**src/rtl/cordic_pkg.sv**
```systemverilog
// Shared types and constants for the CORDIC sequencing controller.
// The state encoding is 2 bits wide so it can be probed directly by the CORDIC top level.
package cordic_pkg;

  localparam int CW            = 6;
  localparam int NITER_DEFAULT = 32;

  typedef enum logic [1:0] {
    IDLE = 2'd0,
    LOAD = 2'd1,
    RUN  = 2'd2,
    DONE = 2'd3
  } state_t;

endpackage

```
**src/rtl/cordic_seq_ctrl_if.sv**
```systemverilog
// Host-side handshake bundle: operand accept (in_*) and result delivery (out_*).
interface cordic_seq_ctrl_if;

  logic in_valid;
  logic in_ready;
  logic out_valid;
  logic out_ready;

  modport master (output in_valid, output out_ready, input in_ready, input out_valid);
  modport slave  (input in_valid, input out_ready, output in_ready, output out_valid);

endinterface

```
**src/rtl/cordic_seq_ctrl.sv**
```systemverilog
// Control FSM that sequences one CORDIC rotation per accepted host request.
// Every output is decoded from the state register and shadow counter, never from an input.
module cordic_seq_ctrl
  import cordic_pkg::*;
#(
  parameter int NITER = NITER_DEFAULT
) (
  input  logic              clock,
  input  logic              reset,
  cordic_seq_ctrl_if.slave  host,
  input  logic              abort,
  input  logic [CW-1:0]     iter_count,
  output logic              cnt_start,
  output logic              load,
  output logic              iter_en,
  output logic              last_iter,
  output logic              busy,
  output logic              cnt_err
);

  localparam logic [CW-1:0] LAST_CNT = CW'(NITER - 1);

  state_t        state;
  state_t        nextState;
  logic [CW-1:0] shadowCnt;
  logic [CW-1:0] nextShadow;

  // State, shadow count and the sticky counter-disagreement flag; only reset clears cnt_err.
  always_ff @(posedge clock) begin
    if (reset) begin
      state     <= IDLE;
      shadowCnt <= '0;
      cnt_err   <= 1'b0;
    end else begin
      state     <= nextState;
      shadowCnt <= nextShadow;
      if (state == RUN && iter_count != shadowCnt) begin
        cnt_err <= 1'b1;
      end
    end
  end

  // Next-state logic: abort wins everywhere except IDLE, where a new accept takes precedence.
  always_comb begin
    nextState  = state;
    nextShadow = shadowCnt;
    case (state)
      IDLE: begin
        if (host.in_valid) begin
          nextState = LOAD;
        end
      end
      LOAD: begin
        nextState = abort ? IDLE : RUN;
      end
      RUN: begin
        nextShadow = shadowCnt + CW'(1);
        if (abort) begin
          nextState = IDLE;
        end else if (shadowCnt == LAST_CNT) begin
          nextState = DONE;
        end
      end
      DONE: begin
        if (abort || host.out_ready) begin
          nextState = IDLE;
        end
      end
      default: nextState = IDLE;
    endcase
    if (nextState == IDLE || nextState == LOAD) begin
      nextShadow = '0;
    end
  end

  // The iteration counter is held at zero whenever it is not being stepped by RUN.
  always_comb begin
    host.in_ready  = (state == IDLE);
    host.out_valid = (state == DONE);
    cnt_start      = (state != RUN);
    load           = (state == LOAD);
    iter_en        = (state == RUN);
    last_iter      = (state == RUN) && (shadowCnt == LAST_CNT);
    busy           = (state == LOAD) || (state == RUN);
  end

endmodule

```
**src/flat_wrapper.sv**
```systemverilog
// flat-port wrapper written by rule: the top's interface ports become plain ports
module cordic_seq_ctrl_flat import cordic_pkg::*;
#(
  parameter int NITER = NITER_DEFAULT
)
  (clock, reset, abort, iter_count, cnt_start, load, iter_en, last_iter, busy, cnt_err, host_in_valid, host_out_ready, host_in_ready, host_out_valid);
  cordic_seq_ctrl_if host_i ();
  input  logic clock;
  input  logic reset;
  input  logic abort;
  input  logic [CW-1:0] iter_count;
  output logic cnt_start;
  output logic load;
  output logic iter_en;
  output logic last_iter;
  output logic busy;
  output logic cnt_err;
  input wire logic [$bits(host_i.in_valid)-1:0] host_in_valid;
  input wire logic [$bits(host_i.out_ready)-1:0] host_out_ready;
  output wire logic [$bits(host_i.in_ready)-1:0] host_in_ready;
  output wire logic [$bits(host_i.out_valid)-1:0] host_out_valid;
  assign host_i.in_valid = host_in_valid;
  assign host_i.out_ready = host_out_ready;
  assign host_in_ready = host_i.in_ready;
  assign host_out_valid = host_i.out_valid;
  cordic_seq_ctrl #(.NITER(NITER)) u_core (.clock(clock), .reset(reset), .host(host_i), .abort(abort), .iter_count(iter_count), .cnt_start(cnt_start), .load(load), .iter_en(iter_en), .last_iter(last_iter), .busy(busy), .cnt_err(cnt_err));
endmodule
```
**config.mk**
```make
export PLATFORM = sky130hd
export DESIGN_NAME = cordic_seq_ctrl_flat
export DESIGN_NICKNAME = d
export VERILOG_FILES = /design/src/rtl/cordic_pkg.sv /design/src/rtl/cordic_seq_ctrl_if.sv /design/src/rtl/cordic_seq_ctrl.sv /design/src/flat_wrapper.sv
export SDC_FILE = /design/constraint.sdc
export NUM_CORES = 1
export LEC_CHECK = 0
export ABC_AREA = 0
export CAP_MARGIN = 40
export CORE_AREA = 5 5 42 44
export CTS_CLUSTER_DIAMETER = 50
export DETAILED_ROUTE_END_ITERATION = 8
export DIE_AREA = 0 0 47 49
export GPL_TIMING_DRIVEN = 0
export PLACE_DENSITY = 0.74
export RECOVER_POWER = 100
export SLEW_MARGIN = 0
export SYNTH_ARGS = -nofsm -noshare
export SYNTH_HDL_FRONTEND = slang
export SYNTH_SLANG_ARGS = --single-unit
```
**constraint.sdc**
```tcl
create_clock -name clock -period 1.95 [get_ports clock]
set_input_delay 0.195 -clock clock [delete_from_list [all_inputs] [get_ports clock]]
set_output_delay 0.195 -clock clock [all_outputs]
set_load 0.05 [all_outputs]
```
# After elaboration in Yosys (flattened, before gate mapping)
# Index checks and enable logic that the tools add are counted.
word_totals:
  out_inout_bits: 8
  regBits: 9
  inputBits: 11
  word_cells: 25
classes:
  n_eq_ne: 7
  reduce_logical: 8
  addsub: 1
  muxes: 6
ops:
  columns: ["op", "n"]
  rows:
  - ["2-bit 2-to-1 mux", 5]
  - ["2-bit case mux with 4 select lines", 1]
  - ["6-bit by 1-bit adder with 6-bit output (second input constant)", 1]
  - ["6-bit by 5-bit equality test with 1-bit output (second input constant)", 1]
  - ["6-bit != test", 1]
  - ["2-bit by 1-bit equality test with 1-bit output (second input constant)", 2]
  - ["2-bit equality test (second input constant)", 2]
  - ["2-bit logical NOT", 2]
  - ["1-bit logical OR", 3]
  - ["1-bit logical AND", 2]
  - ["2-bit != test (second input constant)", 1]
  - ["2-bit OR reduction", 1]

# Logic depth before layout (Yosys ltp)
# Gate-level depths: netlist of the first run.
logic_depth:
  depth_word: 7
  mapped_depth: 7
  ltp_nobuf: 6

# Least setup slack after synthesis of the first run
# Ideal clock, no wire load.
synth_timing:
  kind: "register to output"
  startpoint: "register u_core.state[0]"
  endpoint: "output port last_iter"
  required_time_ns: 1.755
  path_slack_ns: -0.544
  arrival_ns: 2.299
  path_buffers: 1
  path_stages_with_launch: 6
  path_cell_list: "dfxtp_1 inv_1 ha_1 buf_4 nand3_1 nor3_1"
synth_via:
  elab_chain_cells: 2
synth_lines:
  columns: ["element", "line", "source"]
  rows:
  - ["start: declaration", "cordic_seq_ctrl.sv:23", "state_t state;"]
  - ["start signal: assignment", "cordic_seq_ctrl.sv:35", "state <= nextState;"]
  - ["2-bit equality test", null, null]
  - ["named net iter_en", "flat_wrapper.sv:14", "output logic iter_en;"]
  - ["1-bit logical AND", "cordic_seq_ctrl.sv:83", "last_iter = (state == RUN) && (shadowCnt == LAST_CNT);"]
  - ["end: declaration", "flat_wrapper.sv:15", "output logic last_iter;"]
# The timed path passes the listed nets, and every way through them passes these cells.

# Final worst setup path of the first run
layout_timing:
  startpoint: "register u_core.state[0]"
  endpoint: "output port load"
layout_via:
  elab_chain_cells: 1
layout_lines:
  columns: ["element", "line", "source"]
  rows:
  - ["2-bit by 1-bit equality test with 1-bit output", "cordic_seq_ctrl.sv:81", "load = (state == LOAD);"]
  - ["end: declaration", "flat_wrapper.sv:13", "output logic load;"]
# Every way passes these cells.

==> flow_metrics.tcl, run 1 <==
set metrics [dict create \
    p_int_mw 0.305 \
    syn_avg_cell_area_um2 9.08 \
    relSlewSlack_pct 66.6 \
    drtIter0Drc 3 \
    irDropWorstVdd_mv 0.331 \
    fin_skew_ns 0.00717 \
    leakage_nw 0.286 \
    layout_common_cells "clkdlybuf4s50_1 (13), nor2_1 (9), dfxtp_1 (8), xnor2_1 (6), xor2_1 (5)" \
    cp.required_ns 1.75 \
    r2r_start "u_core.state[0]" \
    status "completed" \
    final_common_cell "clkdlybuf4s50_1" \
    layout_min_cycle_time_ns 1.87 \
    r2r_cells 6 \
    p_seq_share_pct 44.7 \
    clock_path_buffers 2 \
    numCtsBuffers 3 \
    pwr_density_cell_mw_per_mm2 544 \
    ys_ff_latch 9 \
    grt_pass1_wl_mm 1.93 \
    root_buffer "clkbuf_4" \
    core_mm2 0.00140 \
    die_h_um 49 \
    antenna_cells 0 \
    start_kind "flip-flop" \
    hold_path_class "flip-flop to flip-flop" \
    antenna_found_initial 0 \
    cts_setup_buffers 0 \
    cp_max_fo 4 \
    fmax_ghz 0.534 \
    synth_area_um2 536 \
    grt_usage_pct 11.9 \
    ys_types 21 \
    cp-startpoint "u_core.state[0]" \
    placed_area_um2 756 \
    drive_gt1_share_pct 17.3 \
    min_path_cells 2 \
    clkSlewWorstSetupHoldPaths_ns 0.06 \
    vias 474 \
    critPathCaptureType "output port" \
    clk_latency_ns 0.27 \
    h-tree-depth 1 \
    io_buffer_count 18 \
    die_w_um 47 \
    min_to "u_core.cnt_err" \
    wl_per_cell_um 11.9 \
    postRouteAntennaNets 0 \
    dp.final_hpwl_um 938 \
    final_area_um2 783 \
    comb_power_share_pct 20.9 \
    hold_viol_final 0 \
    cap_violations 0 \
    place_congestion 0.725 \
    synthArstFlopShare_pct 0 \
    routed_wl_mm 1.15 \
    setup_tns_ns 0 \
    p_sw_mw 0.121 \
    clockPowerShare_pct 34.4 \
    drc 0 \
    gr-total-overflow 0 \
    finalCritPeriodShare_pct 96.1 \
    first_global_vias 461 \
    critPathKind "flip-flop to output port" \
    hold_ws_ns 0.507 \
    ios 19 \
    rows 14 \
    grt_max_degree 11 \
    start_util_pct 38.2 \
    synthFlopType "dfxtp_1" \
    dr.pass1.iters 2 \
    crit_arrival_ns 1.68 \
    tightest_slew_ns 0.499 \
    syn_inst 59 \
    final_util_pct 55.9 \
    viasPerCell 4.89 \
    rsz0062_at_grt "no" \
    slew_violations 0 \
    cts_tree "yes" \
    setup_viol 0 \
    cts.sinks 9 \
    syn_nets 75 \
    fp.dieArea_mm2 0.00230 \
    sw_frac_of_total_pct 28.4 \
    yosysWarnings 0 \
    ys_seq_area_share_pct 33.6 \
    synth_edf_count 0 \
    rrSetupSlack_ns 0.14 \
    syn2layout_area_growth_pct 46.3 \
    reg2reg_to "u_core.shadowCnt[5]" \
    nNetsFinal 98 \
    fillCellCount 147 \
    worstHoldStart "u_core.cnt_err" \
]
==> metal layers <==
layer / track usage [%] / wire length (µm)
met5: 0 / 0
met4: 9.68 / 46
met3: 3.69 / 71
met2: 15.4 / 531
met1: 15.3 / 500
==> per-stage QoR <==
| step | total power [mW] | std cells | setup WS, ns |
|---|---|---|---|
| CTS | 0.433 | 97 | 0.0245 |
| finish | 0.426 | 97 | 0.0759 |
| detailed placement | 0.287 | 93 | -0.156 |
| global route | 0.443 | 97 | 0.00275 |
| floorplan | 0.250 | 59 | 0.0442 |
| global placement | 0.286 | 93 | -0.142 |
==> power groups by stage <==
stage	registers (mW)	logic [mW]	clock network (mW)
6_report	0.191	0.0889	0.146
5_1_grt	0.191	0.0955	0.157
3_5_place_dp	0.194	0.0930	0
3_3_place_gp	0.194	0.0920	0
4_1_cts	0.190	0.0896	0.154
2_1_floorplan	0.195	0.0551	0
==> final cells by class <==
cell class	instances	area (µm²)	share of cell area (%)
buffer	1	11.3	1.44
clock buffer	4	26.3	3.35
multi-input combinational	44	354	45.2
tap	16	20.0	2.56
inverter	5	18.8	2.40
timing repair buffer	18	171	21.9
sequential	9	181	23.2
==> cells by family after synthesis <==
group | Yosys count | share of synthesized area [%]
AOI/OAI and AO/OA | 6 | 10.3
adders and majority gates | 5 | 11.7
and+or+nand+nor | 21 | 19.6
DFF | 9 | 33.6
buffers and inverters | 6 | 4.91
muxes | 1 | 1.87
xor gates and xnor gates | 11 | 18.0
==> synth_stat cells (2+ instances only) <==
cell,instances,area (µm²)
ha_1,5,62.6
nand4_1,3,18.8
inv_1,5,18.8
xnor2_1,6,52.6
dfxtp_1,9,180
nor2_1,9,33.8
nor3_1,2,10.0
xor2_1,5,43.8
nand2_1,3,11.3
==> state kept, by name, indices dropped and copies added (netlist names) <==
signal	count
u_core.state	2
u_core.shadowCnt	6
u_core.cnt_err	1
==> worst max-delay path, cell delays in order, from the launching register on <==
cell	delay, ns
dfxtp_1	0.41
ha_1	0.19
clkdlybuf4s50_1	0.81
==> worst max path at each step <==
stage / slack [ns] / to / depth (start not counted)
after floorplan: 0.04 / u_core.shadowCnt[0] / 7
after global placement: -0.14 / last_iter / 6
after detailed placement: -0.16 / last_iter / 6
after CTS: 0.02 / host_out_valid / 2
after global routing: 0.003 / u_core.shadowCnt[1] / 6
final: 0.08 / load / 2
==> timing repair <==
| item | in CTS | in global routing |
|---|---|---|
| hold endpoints to repair | 0 | 0 |
| hold buffers | 0 | 0 |
| setup endpoints to repair | 4 | 11 |
| cloned | 0 | 0 |
| resized for setup | 8 | 4 |
Power figures use the tool's default switching activity.
==> run 2, diff against run 1 <==
--- a/config.mk
+++ b/config.mk
@@ -5,14 +5,15 @@
 export SDC_FILE = /design/constraint.sdc
 export NUM_CORES = 1
 export LEC_CHECK = 0
-export ABC_AREA = 0
+export ABC_AREA = 1
 export CAP_MARGIN = 40
-export CORE_AREA = 5 5 42 44
+export CORE_MARGIN = 5
+export CORE_UTILIZATION = 45
+export CTS_BUF_LIST = sky130_fd_sc_hd__clkbuf_16
 export CTS_CLUSTER_DIAMETER = 50
 export DETAILED_ROUTE_END_ITERATION = 8
-export DIE_AREA = 0 0 47 49
 export GPL_TIMING_DRIVEN = 0
-export PLACE_DENSITY = 0.74
+export PLACE_DENSITY = 0.78
 export RECOVER_POWER = 100
 export SLEW_MARGIN = 0
 export SYNTH_ARGS = -nofsm -noshare
==> run 2 against run 1 <==
Effect of this change: wire length grew 19%; area after synthesis grew 18%; count of clock-buffer cells in the layout shrank 1; worst setup slack gained 0.0049 ns; combinational power grew 28%; final cell count grew 41%; hold slack lost 0.058 ns; sequential cell count is the same; non-clock buffer count shrank 1; synthesized cell count grew 69%; highest routed layer unchanged; cell area grew 16%; core utilization grew 13 points.
==> flow_metrics.tcl, run 2 <==
set metrics [dict create \
    status "completed" \
    synth_edf_count 0 \
    h-tree-depth 1 \
    wl_per_cell_um 9.95 \
    finalCritPeriodShare_pct 95.9 \
    dp.final_hpwl_mm 1.11 \
    setup_viol 0 \
    grt_max_degree 9 \
    clk_latency_ns 0.24 \
    largest_reg_flops 6 \
    use_met3_pct 5.64 \
    ys_seq_area_share_pct 28.5 \
    synthMuxAreaShare_pct 0 \
    start_util_pct 48.1 \
    place_congestion 0.704 \
    ys_ff_latch 9 \
    synthArstFlopShare_pct 0 \
    reg2reg_to "u_core.state[1]" \
    syn_avg_cell_area_um2 6.33 \
    root_buffer "clkbuf_16" \
    power.total_mw 0.668 \
    postRouteAntennaNets 0 \
    drtIter0Drc 10 \
    min_to "u_core.cnt_err" \
    synth-compound-area-share_pct 3.36 \
    cp.required_ns 1.75 \
    critPathSlowestCell "clkdlybuf4s50_1" \
    first_global_vias 565 \
    synthAdderAreaFrac_pct 9.88 \
    drive_gt1_share_pct 13.9 \
    relSlewSlack_pct 66.6 \
    antenna_cells 0 \
    rrSetupSlack_ns 0.33 \
    yosysWarnings 0 \
    layout_min_cycle_time_ns 1.87 \
    core_mm2 0.00132 \
    irDropWorstVdd_mv 0.461 \
    r2r_start "u_core.state[0]" \
    antenna_found_initial 0 \
    setup_tns_ns 0 \
    layout_common_cells "nand2_1 (34), inv_1 (21), clkdlybuf4s50_1 (12), nor2_1 (9), dfxtp_1 (9)" \
    rsz0062_at_grt "no" \
    tightest_slew_ns 0.500 \
    syn_nets 116 \
    syn_inst 100 \
    final_common_cell "nand2_1" \
    die_h_um 47.5 \
    synthSimpleGateAreaFrac_pct 40.9 \
    synth_xor_area_share_pct 5.53 \
    slew_violations 0 \
    fin_skew_ns 0.00224 \
    vias 607 \
    met2_usage_pct 24.3 \
    cp_max_fo 5 \
    hold_path_class "flip-flop to flip-flop" \
    hold_viol_final 0 \
    grt_use_met1_pct 16.4 \
    gr-total-overflow 0 \
    io_buffer_count 18 \
    synth_area_um2 633 \
    viasPerCell 4.43 \
    dr.pass1.iters 5 \
    synth_top_family_by_area "simple AND/OR/NAND/NOR gates" \
    cap_violations 0 \
    ys_types 15 \
    grt_usage_pct 15.1 \
    top_regs "u_core.shadowCnt x6, u_core.state x2, u_core.cnt_err x1" \
    largest_register "u_core.shadowCnt" \
    worstPathBufferInverterCount 2 \
    critPathKind "flip-flop to output port" \
    worstHoldStart "u_core.cnt_err" \
    synth_largest_area_cell "dfxtp_1" \
    ys_top_cells_by_count "nand2_1 (33), inv_1 (20), nor2_1 (10), dfxtp_1 (9), nor2_2 (8)" \
    pwr_density_cell_mw_per_mm2 738 \
    critical_path.top_delay_family "buffers and inverters" \
    synthFlopType "dfxtp_1" \
    synthTopCellsByArea "dfxtp_1 (28%), nand2_1 (20%), inv_1 (12%), ha_1 (9.9%), nor2_2 (7.9%)" \
    cts_tree "yes" \
    numCtsBuffers 3 \
    fmax_ghz 0.535 \
    min_path_cells 2 \
    cts_hold_buf 0 \
    syn2layout_area_growth_pct 43.1 \
    busiest_layer "met2" \
    yosysMostFrequentCell "nand2_1" \
    crit_arrival_ns 1.67 \
    clock_path_buffers 2 \
    start_kind "flip-flop" \
    fp.dieArea_mm2 0.00226 \
    path_cells "inv_1 -> ha_1 -> clkdlybuf4s50_1" \
    r2r_cells 9 \
    nNetsFinal 139 \
    cp_slowest_stage_delay_ns 0.81 \
    critPathCaptureType "output port" \
    rows 13 \
    cts_setup_buffers 0 \
    clkSlewWorstSetupHoldPaths_ns 0.04 \
    ios 19 \
    routed_wl_mm 1.36 \
    cts.sinks 9 \
    drc 0 \
    leakage_nw 0.431 \
    synth_top_cell_area_share_pct 28.5 \
    die_w_um 47.5 \
    grt_pass1_wl_mm 2.25 \
]
run 2: worst max-delay path by stage:
stage	start	to	slack, ns	cells after the start
floorplan	u_core.state[0]	last_iter	0.24	4
detailed placement	u_core.state[0]	last_iter	0.03	5
global placement	u_core.state[0]	last_iter	0.05	5
CTS	u_core.state[0]	last_iter	0.04	5
finish	u_core.state[0]	host_in_ready	0.08	3
global route	u_core.state[0]	host_in_ready	0.01	3
run 2: cells by family after synthesis:
logic type,count (synthesis)
adder cells (fa/ha/maj),5
XOR/XNOR,4
buffers and inverters,20
flip-flops,9
AND/OR/NAND/NOR,58
AO/OA/AOI/OAI,4
run 2: per-stage QoR:
step	cells	utilization (%)	setup WS [ns]	area [µm²]	hold WS, ns
final	137	68.8	0.0808	906	0.449
after global routing	137	68.8	0.0103	906	0.475
after CTS	137	69.5	0.0390	916	0.458
after detailed placement	133	63.9	0.0332	842	0.451
after global placement	133	63.9	0.0497	842	0.433
after floorplan	100	-	0.237	643	0.264
run 2: layout make-up:
| class | instances | area (µm²) |
|---|---|---|
| clock buffers | 3 | 75.1 |
| repair buffers | 18 | 173 |
| well taps | 15 | 18.8 |
| flip-flops and latches | 9 | 180 |
| multi-input cells | 71 | 380 |
| inverters | 20 | 75.1 |
| fillers | 127 | 412 |
| clock inverters | 1 | 3.75 |
run 2: where the power goes:
part	switching, mW	internal [mW]
logic	0.0688	0.0457
clock network	0.0921	0.268
registers	0.00487	0.189
run 2: what timing repair did:
action                                  CTS  global route
endpoints found under the hold margin     0             0
endpoints found under the setup margin    4             2
resized for setup                         4             3
run 2: tightest hold or removal path: stages (launching register included):
cell and delay (ns):
dfxtp_1 0.30, inv_1 0.05, a21oi_1 0.05
run 2: routing by layer:
metal	vias to the layer above	share of wire [%]	wire, µm
met5	-	0	0
met2	15	48	651
met3	4	6.3	86
met4	0	2.6	35
met1	253	43	590
li1	335	-	-
